### src/rtl/interp_upsampler.sv
// Per-channel linear-interpolating upsampler: each accepted sample produces 2^os outputs
// stepping from that channel's previous sample to the new one.
module interp_upsampler #(
    parameter int W_CHAN    = 5,
    parameter int N_CHAN    = 8,
    parameter int W_DATA    = 18,
    parameter int W_OS      = 3,
    parameter int W_WR_ADDR = 16,
    parameter int W_WR_CHAN = 16,
    parameter int W_WR_DATA = 48,
    parameter logic [W_WR_ADDR-1:0] UPS_OS_ADDR       = W_WR_ADDR'(32'h0020),
    parameter logic [W_WR_ADDR-1:0] UPS_CLR_RQST_ADDR = W_WR_ADDR'(32'h0021)
) (
    input  logic                        clk_in,
    input  logic                        rst_in,
    input  logic                        dv_in,
    input  logic [W_CHAN-1:0]           chan_in,
    input  logic signed [W_DATA-1:0]    data_in,
    output logic                        rdy_out,
    input  logic                        wr_en,
    input  logic [W_WR_ADDR-1:0]        wr_addr,
    input  logic [W_WR_CHAN-1:0]        wr_chan,
    input  logic [W_WR_DATA-1:0]        wr_data,
    output logic                        dv_out,
    output logic [W_CHAN-1:0]           chan_out,
    output logic signed [W_DATA-1:0]    data_out,
    output logic                        drop_out
);

    localparam int W_IDX = (N_CHAN > 1) ? $clog2(N_CHAN) : 1;
    localparam int W_ACC = W_DATA + (1 << W_OS);
    localparam int W_CNT = 1 << W_OS;

    typedef enum logic [1:0] {IDLE, LOAD, EMIT} state_t;

    state_t                   state, state_nxt;
    logic [W_CHAN-1:0]        chan_q;
    logic signed [W_DATA-1:0] data_q;
    logic [W_OS-1:0]          os_q;
    logic signed [W_DATA:0]   delta;
    logic signed [W_ACC-1:0]  acc;
    logic [W_CNT-1:0]         cnt;
    logic [N_CHAN-1:0]        clr_rqst;
    logic signed [W_DATA-1:0] prev_mem [N_CHAN];
    logic [W_OS-1:0]          os_mem [N_CHAN];

    logic                     chan_ok, wr_chan_ok, active_clr, wr_os_hit, wr_clr_hit;
    logic [W_IDX-1:0]         idx, wr_idx;
    logic signed [W_DATA-1:0] p_rd;
    logic [W_OS-1:0]          os_rd;
    logic [W_CNT-1:0]         last_cnt;
    logic signed [W_ACC-1:0]  delta_ext, acc_nxt, acc_shr;
    logic                     unused_bits;

    assign chan_ok    = chan_q < W_CHAN'(N_CHAN);
    assign idx        = chan_q[W_IDX-1:0];
    assign wr_chan_ok = wr_chan < W_WR_CHAN'(N_CHAN);
    assign wr_idx     = wr_chan[W_IDX-1:0];
    assign p_rd       = chan_ok ? prev_mem[idx] : '0;
    assign os_rd      = chan_ok ? os_mem[idx] : '0;
    assign active_clr = chan_ok && clr_rqst[idx];
    assign last_cnt   = (W_CNT'(1) << os_q) - W_CNT'(1);
    assign wr_os_hit  = wr_en && (wr_addr == UPS_OS_ADDR) && wr_chan_ok;
    assign wr_clr_hit = wr_en && (wr_addr == UPS_CLR_RQST_ADDR) && wr_data[0] && wr_chan_ok;

    // The accumulator holds p*2^os + k*delta; shifting back by os floors to the k-th step.
    assign delta_ext   = {{(W_ACC-W_DATA-1){delta[W_DATA]}}, delta};
    assign acc_nxt     = acc + delta_ext;
    assign acc_shr     = acc_nxt >>> os_q;
    assign unused_bits = ^{wr_data[W_WR_DATA-1:W_OS], acc_shr[W_ACC-1:W_DATA]};

    // Input handshake: a sample transfers on a clock edge where dv_in && rdy_out;
    // dv_in while rdy_out is low discards the sample and pulses drop_out.
    assign rdy_out = (state == IDLE) && !rst_in;

    always_comb begin
        state_nxt = state;
        case (state)
            IDLE:    if (dv_in) state_nxt = LOAD;
            LOAD:    state_nxt = EMIT;
            EMIT:    if (cnt == last_cnt) state_nxt = IDLE;
            default: state_nxt = IDLE;
        endcase
        if (state != IDLE && active_clr) state_nxt = IDLE;
    end

    always_ff @(posedge clk_in) begin
        if (rst_in) begin
            state    <= IDLE;
            chan_q   <= '0;
            data_q   <= '0;
            os_q     <= '0;
            delta    <= '0;
            acc      <= '0;
            cnt      <= '0;
            clr_rqst <= '0;
            dv_out   <= 1'b0;
            chan_out <= '0;
            data_out <= '0;
            drop_out <= 1'b0;
            for (int i = 0; i < N_CHAN; i++) begin
                prev_mem[i] <= '0;
                os_mem[i]   <= '0;
            end
        end else begin
            state    <= state_nxt;
            drop_out <= dv_in && !rdy_out;
            dv_out   <= 1'b0;
            clr_rqst <= '0;
            if (wr_clr_hit) clr_rqst[wr_idx] <= 1'b1;
            if (wr_os_hit)  os_mem[wr_idx] <= wr_data[W_OS-1:0];
            case (state)
                IDLE: if (dv_in) begin
                    chan_q <= chan_in;
                    data_q <= data_in;
                end
                LOAD: begin
                    os_q  <= os_rd;
                    delta <= {data_q[W_DATA-1], data_q} - {p_rd[W_DATA-1], p_rd};
                    acc   <= {{(W_ACC-W_DATA){p_rd[W_DATA-1]}}, p_rd} <<< os_rd;
                    cnt   <= '0;
                    if (chan_ok) prev_mem[idx] <= data_q;
                end
                EMIT: if (!active_clr) begin
                    acc      <= acc_nxt;
                    data_out <= acc_shr[W_DATA-1:0];
                    dv_out   <= 1'b1;
                    chan_out <= chan_q;
                    cnt      <= cnt + W_CNT'(1);
                end
                default: ;
            endcase
            // Placed after the LOAD write so a clear of the active channel wins.
            for (int i = 0; i < N_CHAN; i++)
                if (clr_rqst[i]) prev_mem[i] <= '0;
        end
    end

endmodule
### config.mk
export PLATFORM = sky130hd
export DESIGN_NAME = interp_upsampler
export DESIGN_NICKNAME = d
export VERILOG_FILES = /design/src/rtl/interp_upsampler.sv
export SDC_FILE = /design/constraint.sdc
export NUM_CORES = 1
export LEC_CHECK = 0
export ABC_AREA = 1
export CAP_MARGIN = 20
export CORE_ASPECT_RATIO = 0.9
export CORE_MARGIN = 2
export CORE_UTILIZATION = 59
export DETAILED_ROUTE_END_ITERATION = 12
export PLACE_DENSITY = 0.9
export SYNTH_ARGS = -nofsm -noshare
export SYNTH_HDL_FRONTEND = slang
export SYNTH_SLANG_ARGS = --single-unit
### constraint.sdc
create_clock -name clk_in -period 4.4 [get_ports clk_in]
set_clock_uncertainty 0.1 [all_clocks]
set_input_delay 1.32 -clock clk_in [delete_from_list [all_inputs] [get_ports clk_in]]
set_output_delay 1.32 -clock clk_in [all_outputs]
set_load 0.02 [all_outputs]
==> flow_summary.toml, run 1 <==
[pwr]
intPower_mw = 5.01
max-vdd-ir-drop_uv = 405
switching_power_mw = 2.64
swShare_pct = 34.5
p_leak_nw = 7.51
p_comb_share_pct = 28.6
p_per_area_mw_per_mm2 = 426
p_seq_share_pct = 40.4
clkPwrFrac_pct = 31.0
p_total_mw = 7.66

[hold_path]
holdPathEnd = "data_out[10]"
hold_path_depth = 2
holdCritStartpoint = "data_out[10]"
holdCritPathClass = "reg2reg"

[placed_design]
place_congestion = 1.01
portBuffers = 87
place_hpwl_um = 33200

[setup_path]
critical_path_class = "in2out"
critical_path_peak_fanout = 2
rrSetupSlack_ns = 0.42
reg2reg_depth = 16
slowest_stage = "clkdlybuf4s50_1"
crit_required_ns = 2.98
cp.arrival_ns = 2.64
cpPeakStageDelay_ns = 0.62
reg2reg_to = "delta[18]"
cp_cell_sequence = "clkdlybuf4s50_1 > nor2_1 > clkdlybuf4s50_1"
start_kind = "input port"
cp-end-kind = "primary output"
crit_path_frequent_cell = "clkdlybuf4s50_1"

[floorplanning]
dieArea_mm2 = 0.0282
row_count = 56
start_util_pct = 60.4
io_pins = 133
coreArea_mm2 = 0.0262
die_x_um = 177
die-height_um = 159

[final_layout]
layout-drive-gt1-share_pct = 5.67
nets = 2283
utilization_pct = 68.6
seqCellArea_mm2 = 0.00737
synthToLayoutAreaGrowth_pct = 13.5
multi_input_area_mm2 = 0.00739
insertedDiodeCount = 0
fill_cells = 2034

[yosys]
synth.ff_latch_count = 284
synth-edff-count = 168
yosys_warnings = 0
synth_area_mm2 = 0.0158
avgSynthCellArea_um2 = 7.65
yosysTopAreaCellShare_pct = 31.9
synth_flop_cell = "edfxtp_1"
seq_area_frac_synth_pct = 46.5
synth_nets = 2223
synthTopCellsByArea = "edfxtp_1, dfxtp_1, nor2_1"
synth_cell_type_count = 52
synth_cells = 2070
ys_async_sr_fraction_pct = 0
synth_top_cell_by_area = "edfxtp_1"

[sta]
hold_violations = 0
fmax_mhz = 246
slew-limit-headroom_pct = 38.7
worst_slew_pin_slew_ns = 0.914
rsz0062_at_grt = "no"
hold_slack_ns = 0.369
timing.setup.tns_ns = 0
finalSetupViolCount = 0
slew_violations = 0
period_share_pct = 92.3
period_needed_ns = 4.06

[route]
drc_errors = 0
viasPerCell = 6.13
routed_wl_um = 47500
wl_per_cell_um = 19.0
first_pass_iters = 6
final_antenna_net_count = 0
vias = 15327
drtIter0Drc = 2250

[clock_network]
numCtsBuffers = 28
clockBufferDepth = 3
clock_latency_ns = 0.54
root_buffer = "clkbuf_16"
cts.sinks = 284
cts_tree = "yes"
cts_hold_buf = 0
htree_levels = 1
clkTransAtPathRegs_ns = 0.06

[run_status]
status = "complete, no violations"

[global_routing]
antenna_found_initial = 0
grt_pass1_wl_um = 74000
overflow = 0
grt_util_all_layers_pct = 33.0
grt_pass1_vias = 14367
grt_max_degree = 71

[run]
max_cap_viol_count = 0
[repair_timing]
action | 4_1_cts | 5_1_grt
endpoints found under the setup margin | 0 | 1
hold endpoints to repair | 0 | 0
resized for setup | 0 | 2
setup buffers | 0 | 0
[critical path: cells and delay by family]
family                 cells  cell delay, ns
and+or+nand+nor            1            0.16
buffers and inverters      2            1.17
[through the flow]
step	setup slack (ns)	area [um^2]	instances
final	0.338	18000	2500
after global routing	0.0901	18000	2500
after CTS	0.347	18000	2500
after detailed placement	0.360	17100	2448
after global placement	0.344	17100	2448
after floorplan	0.945	15800	2070
[registers in the layout, summed over array words and instances, names as in the netlist, named ones only]
name,cells
acc,25
chan_out,5
chan_q,5
clr_rqst,8
cnt,8
data_out,18
data_q,18
delta,19
drop_out,1
dv_out,1
os_mem,24
os_q,3
prev_mem,144
state,2
[cell type report]
cell class	instances	area share [%]
timing repair buffer	125	6.57
clock inverter	14	0.599
multi-input combinational	1512	41.2
sequential	284	41.0
tap	348	2.42
inverter	179	3.75
clock buffer	38	4.48
[Yosys cell counts, types with 3 or more instances]
cell	count
inv_2	6
nand2_1	383
nor4_1	7
edfxtp_1	168
nor2_4	3
clkbuf_1	61
xnor2_1	10
nor2_1	414
o21ai_1	9
nand4_1	13
buf_1	5
clkinv_1	23
o221ai_1	5
nand3_1	180
inv_1	150
buf_2	27
nand3b_1	4
a31oi_1	4
ha_1	44
dfxtp_1	116
o21ai_0	192
o211ai_1	44
a21o_1	3
xor2_1	18
o22ai_1	4
or2_2	7
nor3_1	22
a21oi_1	114
nand3_2	3
a221oi_1	3
nand2_4	3
[power groups by stage]
stage | combinational, mW | sequential, mW | clock (mW)
2_1_floorplan | 1.46 | 3.11 | 0
3_3_place_gp | 2.03 | 3.13 | 0
3_5_place_dp | 2.09 | 3.14 | 0
4_1_cts | 2.11 | 3.09 | 2.37
5_1_grt | 2.39 | 3.10 | 2.48
6_report | 2.19 | 3.09 | 2.37
[kinds of logic (layout without fill, tap and decap cells)]
family / count (synthesis) / after routing / synth area share [%]
adders and majority gates: 46 / 46 / 3.73
buffers and inverters: 274 / 356 / 6.78
and+or+nand+nor: 1046 / 1046 / 27.7
xor gates and xnor gates: 28 / 28 / 1.55
AOI/OAI and AO/OA: 392 / 392 / 13.7
DFF: 284 / 284 / 46.5
[worst max-delay path by stage]
stage	startpoint	end	slack, ns	cells past startpoint
5_1_grt	flop	delta[18]	0.09	16
2_1_floorplan	rst_in	rdy_out	0.94	3
4_1_cts	rst_in	rdy_out	0.35	3
6_report	rst_in	rdy_out	0.34	3
3_3_place_gp	rst_in	rdy_out	0.34	3
3_5_place_dp	rst_in	rdy_out	0.36	3
[per-layer routing]
metal,part of all wire [%],vias to the layer above,track usage [%]
met3,12,145,5.49
met2,44,1064,50.0
met4,3.8,0,12.3
met5,0,-,0
met1,40,7037,47.6
li1,-,7081,-
[cells in the final DEF (no fill, tap or decap), types with 4 or more instances in the layout]
cell and count:
a21oi_1 114, a31oi_1 4, buf_4 36, clkbuf_16 29
clkbuf_8 4, clkdlybuf4s50_1 87, clkinv_1 23, clkinv_2 9
dfxtp_1 114, edfxtp_1 168, ha_1 44, inv_1 148
inv_2 7, nand2_1 383, nand3_1 180, nand3b_1 4
nand4_1 13, nor2_1 413, nor3_1 22, nor4_1 7
o211ai_1 44, o21ai_0 192, o21ai_1 9, o221ai_1 5
o22ai_1 4, or2_2 7, xnor2_1 10, xor2_1 18
(Power assumes the default switching activity.)
==> run 2: changes to the inputs <==
Settings changed: CAP_MARGIN 20 to 15, CORE_MARGIN 2 to not set.
Clock period 4.4 ns to 3.85 ns, I/O delays scaled along.
==> run 2 against run 1 <==
Against the previous run: die area decreased by 2.4%; sequential cell count unchanged; total power increased by 18%; global-route usage increased by 1.5 points; wire length increased by 1.0%; non-clock buffer count increased by 13; cell count increased by 0.60%.
==> flow_summary.toml, run 2 (same netlist as run 1, synthesis figures left out) <==
[sta]
finalSetupViolCount = 0
fmax_mhz = 266
worst_slew_pin_slew_ns = 0.858
period_share_pct = 97.5
period_needed_ns = 3.75
hold_violations = 0
slew_violations = 0
rsz0062_at_grt = "no"
slew-limit-headroom_pct = 42.7
hold_slack_ns = 0.368
timing.setup.tns_ns = 0

[final_layout]
insertedDiodeCount = 0
stdcell_area_mm2 = 0.0182
reg_top3 = "prev_mem: 144 flops, acc: 25 flops, os_mem: 24 flops"
final_common_cell = "nor2_1"
fill_cells = 1990
final_cell_mix = "nor2_1, nand2_1, o21ai_0"
synthToLayoutAreaGrowth_pct = 15.2
nets = 2297
regMostFlops = "prev_mem"
largest_reg_flops = 144
layout-drive-gt1-share_pct = 6.28

[global_routing]
grt_max_degree = 71
grt_pass1_wl_um = 74200
grt_pass1_vias = 14029
grt_util_all_layers_pct = 34.5
overflow = 0
antenna_found_initial = 1

[pwr]
max-vdd-ir-drop_uv = 397
p_seq_share_pct = 39.1
switching_power_mw = 3.09
p_comb_share_pct = 28.6
swShare_pct = 34.2
p_per_area_mw_per_mm2 = 495
p_leak_nw = 7.63
clkPwrFrac_pct = 32.4
intPower_mw = 5.94

[floorplanning]
die-height_um = 157
coreArea_mm2 = 0.0262
row_count = 56
dieArea_mm2 = 0.0275
start_util_pct = 60.4
die_x_um = 175
io_pins = 133

[setup_path]
crit_buf_inv = 2
slowest_stage = "clkdlybuf4s50_1"
cp.arrival_ns = 2.50
reg2reg_depth = 14
critical_path_peak_fanout = 2
critical_path_class = "in2out"
cpPeakStageDelay_ns = 0.62
worstSetupPathDepth = 3
cp_cell_sequence = "clkdlybuf4s50_1 > nor2_1 > clkdlybuf4s50_1"
crit_required_ns = 2.59
cp-end-kind = "primary output"
crit_path_frequent_cell = "clkdlybuf4s50_1"
critPathLaunch = "rst_in"
cp_top_family = "buffers and inverters"
start_kind = "input port"

[clock_network]
clock_latency_ns = 0.56
htree_levels = 1
root_buffer = "clkbuf_16"
numCtsBuffers = 29
post-cts-setup-buffers = 0
cts.sinks = 284
clkTransAtPathRegs_ns = 0.06
cts_tree = "yes"
cts_hold_buf = 0
clockBufferDepth = 3

[run]
max_cap_viol_count = 0

[placed_design]
place_congestion = 1.03
portBuffers = 87
place_hpwl_um = 33200
place_area_mm2 = 0.0172

[route]
first_pass_iters = 9
wl_per_cell_um = 19.1
drtIter0Drc = 2148
viasPerCell = 6.05
routed_wl_um = 48000
final_antenna_net_count = 0
drc_errors = 0
vias = 15221

[hold_path]
holdCritStartpoint = "data_out[10]"
holdCritPathClass = "reg2reg"
hold_path_depth = 2

[run_status]
status = "complete, no violations"
## run 2: metrics by stage
step / instances / setup slack [ns] / util [%] / power (mW)
floorplan: 2070 / 0.666 / - / 5.22
global placement: 2461 / 0.121 / 65.8 / 5.95
detailed placement: 2461 / 0.0985 / 65.8 / 6.02
CTS: 2515 / 0.100 / 69.5 / 8.92
global route: 2515 / 0.0389 / 69.6 / 9.36
finish: 2515 / 0.0956 / 69.6 / 9.03
## run 2: routing by layer
metal  up-vias  wire [um]  GRT usage, %
met1      6996      19100          48.0
met3       129       6170          7.00
met2       999      21300          54.8
li1       7097          -             -
met5         -          0             0
met4         0       1380          9.90
## run 2: cell type report
type,instances,area (um^2),area share (%)
multi-input combinational,1512,7400,40.6
sequential,284,7370,40.4
timing repair buffer,138,1380,7.55
clock buffer,32,737,4.04
inverter,179,672,3.68
tap,348,435,2.39
clock inverter,22,250,1.37
## run 2: path summary, 6_finish.rpt
path | endpoint | slack, ns
setup / recovery | rdy_out | 0.1
hold / removal | data_out[10] | 0.37
setup reg to reg | delta[14] | 0.20
hold reg to reg | data_out[10] | 0.37
## run 2: worst register-to-register path, delay by kind of cell, from the launching register on
| family | cells | cell delay (ns) |
|---|---|---|
| and+or+nand+nor | 3 | 0.42 |
| adders and majority gates | 1 | 0.44 |
| buffers and inverters | 4 | 0.63 |
| AOI/OAI and AO/OA | 5 | 1.18 |
| DFF | 1 | 0.58 |
| xor gates and xnor gates | 1 | 0.19 |
## run 2: power groups by stage
stage               Combinational, mW  Clock (mW)  Sequential [mW]
global placement                 2.38           0             3.58
detailed placement               2.44           0             3.58
CTS                              2.48        2.92             3.52
floorplan                        1.66           0             3.55
global route                     2.78        3.04             3.54
finish                           2.58        2.92             3.53
## run 2: repair_timing
| item | CTS | global route |
|---|---|---|
| setup endpoints to repair | 1 | 3 |
| gates resized for setup | 1 | 6 |
| hold endpoints to repair | 0 | 0 |
